## config.mk

```make
export PLATFORM = sky130hd
export DESIGN_NAME = alu_mul_seq
export DESIGN_NICKNAME = d
export VERILOG_FILES = /design/src/rtl/alu_mul_seq.sv
export SDC_FILE = /design/constraint.sdc
export NUM_CORES = 1
export LEC_CHECK = 0
export CAP_MARGIN = 10
export CORE_MARGIN = 1
export CORE_UTILIZATION = 44
export CTS_CLUSTER_SIZE = 10
export DETAILED_ROUTE_END_ITERATION = 10
export PLACE_DENSITY = 0.83
export SYNTH_ARGS = -nofsm -noshare
export SYNTH_HDL_FRONTEND = slang
export SYNTH_SLANG_ARGS = --single-unit
export TNS_END_PERCENT = 10
```

## constraint.sdc

```tcl
create_clock -name clk -period 3 [get_ports clk]
set_input_delay 0.45 -clock clk [delete_from_list [all_inputs] [get_ports clk]]
set_output_delay 0.45 -clock clk [all_outputs]
set_load 0.005 [all_outputs]
```

## src/rtl/alu_mul_seq.sv

```systemverilog
// alu_mul_seq: multi-cycle unsigned shift-add multiplier sequencer.
// Drives the shared combinational ALU (add only) for WIDTH iterations and
// returns the 2*WIDTH product in {H,L}.
// Optional feature macro: MUL_ZERO_BYPASS_EN -- a request with a zero operand
// skips the RUN phase and goes straight to DONE with a zero product.
module alu_mul_seq #(
  parameter int            WIDTH      = 16,
  parameter logic [2:0]    ALU_OP_ADD = 3'b010
) (
  input  logic                 clk,
  input  logic                 rst_n,
  input  logic                 in_valid,
  output logic                 in_ready,
  input  logic [WIDTH-1:0]     in_a,
  input  logic [WIDTH-1:0]     in_b,
  output logic                 out_valid,
  input  logic                 out_ready,
  output logic [2*WIDTH-1:0]   out_product,
  output logic                 busy,
  output logic [WIDTH-1:0]     alu_a,
  output logic [WIDTH-1:0]     alu_b,
  output logic                 alu_cin,
  output logic                 alu_ainvert,
  output logic                 alu_bnegate,
  output logic                 alu_less,
  output logic [2:0]           alu_op,
  input  logic [WIDTH-1:0]     alu_result,
  input  logic                 alu_cout
);

  typedef enum logic [1:0] {
    IDLE = 2'd0,
    RUN  = 2'd1,
    DONE = 2'd2
  } state_t;

  // Iteration index of the last RUN edge.
  localparam logic [4:0] CNT_LAST = 5'(WIDTH - 1);

  state_t           state_q, state_d;
  logic [WIDTH-1:0] m_q, m_d;   // multiplicand
  logic [WIDTH-1:0] h_q, h_d;   // accumulator / high product
  logic [WIDTH-1:0] l_q, l_d;   // multiplier, shifted out as low product fills in
  logic [4:0]       cnt_q, cnt_d;

  // State and datapath registers; reset clears everything so the product
  // output reads zero and any partial product is discarded.
  always_ff @(posedge clk or negedge rst_n) begin
    if (!rst_n) begin
      state_q <= IDLE;
      m_q     <= '0;
      h_q     <= '0;
      l_q     <= '0;
      cnt_q   <= '0;
    end else begin
      state_q <= state_d;
      m_q     <= m_d;
      h_q     <= h_d;
      l_q     <= l_d;
      cnt_q   <= cnt_d;
    end
  end

  // Next-state logic and ALU operand steering.
  always_comb begin
    state_d = state_q;
    m_d     = m_q;
    h_d     = h_q;
    l_d     = l_q;
    cnt_d   = cnt_q;
    alu_a   = '0;
    alu_b   = '0;
    case (state_q)
      IDLE: begin
        if (in_valid) begin
          m_d     = in_a;
          l_d     = in_b;
          h_d     = '0;
          cnt_d   = '0;
          state_d = RUN;
`ifdef MUL_ZERO_BYPASS_EN
          // Zero operand: product is known to be zero, no ALU iterations.
          if ((in_a == '0) || (in_b == '0)) begin
            l_d     = '0;
            state_d = DONE;
          end
`endif
        end
      end
      RUN: begin
        // Add the multiplicand only when the current multiplier LSB is set;
        // the carry becomes the new top bit as {H,L} shifts right.
        alu_a = h_q;
        alu_b = l_q[0] ? m_q : '0;
        {h_d, l_d} = {alu_cout, alu_result, l_q[WIDTH-1:1]};
        cnt_d = cnt_q + 5'd1;
        if (cnt_q == CNT_LAST) begin
          state_d = DONE;
        end
      end
      DONE: begin
        if (out_ready) begin
          state_d = IDLE;
        end
      end
      default: begin
        state_d = IDLE;
      end
    endcase
  end

  assign in_ready    = (state_q == IDLE);
  assign out_valid   = (state_q == DONE);
  assign busy        = (state_q == RUN) || (state_q == DONE);
  assign out_product = {h_q, l_q};

  // The ALU is only ever used as a plain adder.
  assign alu_cin     = 1'b0;
  assign alu_ainvert = 1'b0;
  assign alu_bnegate = 1'b0;
  assign alu_less    = 1'b0;
  assign alu_op      = ALU_OP_ADD;

endmodule

```

==> out/summary.txt <==
outcome: finished, final reports clean
Post-Place Worst Slack: 751.3 ps
IO Pins: 127
Initial DRT Pass Iterations: 4
Synth Register Bits: 55
worst slew pin tran: 735.2 ps
setup TNS: 0 ps
final wirelength: 6056 um
Initial DRC Count: 57
clk root buf: clkbuf_8
post-route cell area: 3900 um2
Cell Area, Synth: 2590 um2
crit-path cells: inv_1 -> ha_2 -> and3_1 -> clkdlybuf4s50_1
Die Wd: 78.72 um
Die ar.: 6197 um2
number of buffers added on ports: 119
Final GP Congestion: 0.7401
# resized after CTS: 0
multiplexer area fraction after synthesis: 14.83%
Layout Nets: 394
mean post-synth cell area: 11.61 um2
via count of the first global-routing pass: 2094
min Tclk post-route: 2534 ps
antenna violations before repair: 0
post-detail-place hpwl: 4515 um
remaining antenna violation count: 0
Fin Clk Skew: 3.306 ps
Fin. Hold Viols: 0
CP Data Required Time: 2550 ps
Die Y: 78.72 um
Mapped Cells: 223
core area: 5574 um2
vias per inst: 4.968
WS Path Type: reg -> out
Peak VDD IR: 0.4641 mV
Max Cap Viol: 0
cell area power density: 934.9 nW/um2
main combinational cell family by area after synthesis: multiplexers
delay-heaviest family, CP: buffers and inverters
Distinct cells, synth: 26
final worst slack: 466.2 ps
Placed Cells: 401
mean routed wirelength per cell: 14.81 um
pin count of the biggest net entering global routing: 53
Setup-failing EPs final: 0
cell taking the most area after synthesis: dfrtp_1
Crit. End Element: output port
final core occ: 69.97%
Initial Util: 46.46%
Buf/Inv on CP: 2
area grow syn2layout: 50.58%
DR vias: 2032
CTS tree: done
Seq/Total Area, Yosys: 53.14%
Tot Pwr: 3.646 mW
Yosys Warn Count: 0
row count: 27
period utilization: 84.46%
final hold slack: 192.2 ps
Max-slew headroom: 50.98%
Post-route DRC: 0
Yosys top cell area share: 53.14%
total gr overflow: 0
final cell count without fillers: 409
CTS buffer count: 5
postcts setup bufs: 0
f_max: 394.7 MHz
Compound-Gate Fraction of Synth Area: 10.63%
post-placement cell area: 3782 um2
hold crit path type: in -> async
CTS Hold Buffers Added: 0
largest stage delay on the critical path: 510 ps
synthesized-area fraction occupied by xor and xnor cells: 0%
Critical Path Source Type: register
Pleak: 1.733 nW
CP arrival: 2080 ps
Crit-path slowest cell: ha_2
Worst-path clk slew: 100 ps
CP Max Fanout: 34
clk buf depth: 2
Slew Viols, Final: 0
Synth Area in Adders: 2.415%
htree depth: 2
layout cell share with drive strength beyond 1: 10.68%
clk sink count: 55
global-route wire length before repair: 10040 um
Worst-Skew Late Latency: 300 ps
diode count: 0
RSZ-0062 raised after global routing: false
Simple-Gate Fraction of Synth Area: 12.61%
top post-synthesis cells by area: dfrtp_1, mux2_2, mux2i_1, a22o_1, and3_1
All-Layer GR Usage: 20.79%
layout by cell type, fill, tap and decap left out, types with 6 or more instances in the layout:
master / count
mux2i_1: 17
and3_1: 18
dfrtp_1: 55
o21ai_1: 10
mux2_2: 17
clkbuf_8: 6
clkdlybuf4s50_1: 118
o21ai_0: 7
and2_1: 16
nand2_1: 20
inv_1: 6
conb_1: 7
a22o_1: 17
cells by family (layout without fill, tap and decap cells):
logic type / count (synthesis) / count (layout)
muxes: 35 / 35
buffers and inverters: 28 / 137
and+or+nand+nor: 59 / 59
DFF: 55 / 55
adders and majority gates: 5 / 5
AOI/OAI and AO/OA: 39 / 39
other: 2 / 7
registers in the layout, indices dropped and copies added, names as in the netlist:
signal	flops
cnt_q	5
h_q	16
l_q	16
m_q	16
state_q	2
path summary, 6_finish.rpt:
check	startpoint	slack, ps	depth (start not counted)	endpoint
min in group clk	cnt_q[3]$_DFFE_PN0P_	490	1	cnt_q[3]$_DFFE_PN0P_
hold / removal	rst_n	190	1	m_q[12]$_DFFE_PN0P_
setup / recovery	state_q[1]$_DFFE_PN0P_	470	4	alu_b[6]
hold reg to reg	cnt_q[3]$_DFFE_PN0P_	490	1	cnt_q[3]$_DFFE_PN0P_
max in group asynchronous	rst_n	2150	2	h_q[11]$_DFFE_PN0P_
setup reg to reg	state_q[1]$_DFFE_PN0P_	740	6	h_q[12]$_DFFE_PN0P_
worst register-to-register path: cells and delay by family (launching register included):
family	cells	cell delay (ps)
flip-flops	1	400
AO/OA/AOI/OAI	1	310
multiplexers	1	100
buffers and inverters	3	830
adder cells (fa/ha/maj)	1	510
Yosys cell counts:
cell type	n
o21ai_1	10
o221ai_2	1
a31oi_1	2
nand4b_1	1
clkbuf_1	6
conb_1	2
dfrtp_1	55
nand2_2	1
mux2_2	17
mux2i_4	1
nand2b_1	1
and2_4	1
and3_1	18
inv_1	6
buf_2	6
buf_4	8
buf_6	2
nand2_1	20
and2_1	16
ha_1	5
o21ai_0	7
o22ai_1	1
o211ai_1	1
a22o_1	17
nand2b_2	1
mux2i_1	17
layer usage:
| layer | wire [um] | part of all wire (%) | up-vias | global-route usage, % |
|---|---|---|---|---|
| met5 | 0 | 0 | - | 0 |
| met4 | 46 | 0.76 | 0 | 5.000 |
| met3 | 431 | 7.1 | 5 | 5.057 |
| met2 | 3031 | 50 | 77 | 36.87 |
| met1 | 2547 | 42 | 969 | 25.30 |
| li1 | - | - | 981 | - |
final cells by class:
class                   count  area [um2]
multi-input cells         145        1077
flip-flops and latches     55        1376
inverters                   6       22.52
fillers                   436        1674
clock buffers               6       82.58
repair buffers            123        1216
well taps                  72       90.09
clock inverters             2       35.03
report_power, final:
group | leakage, nW | internal (mW) | switching (mW)
clock | 0.0612 | 0.270 | 0.237
combinational | 0.987 | 1.07 | 0.742
sequential | 0.684 | 1.08 | 0.241
Note: power is estimated with default switching activity, not from simulation.
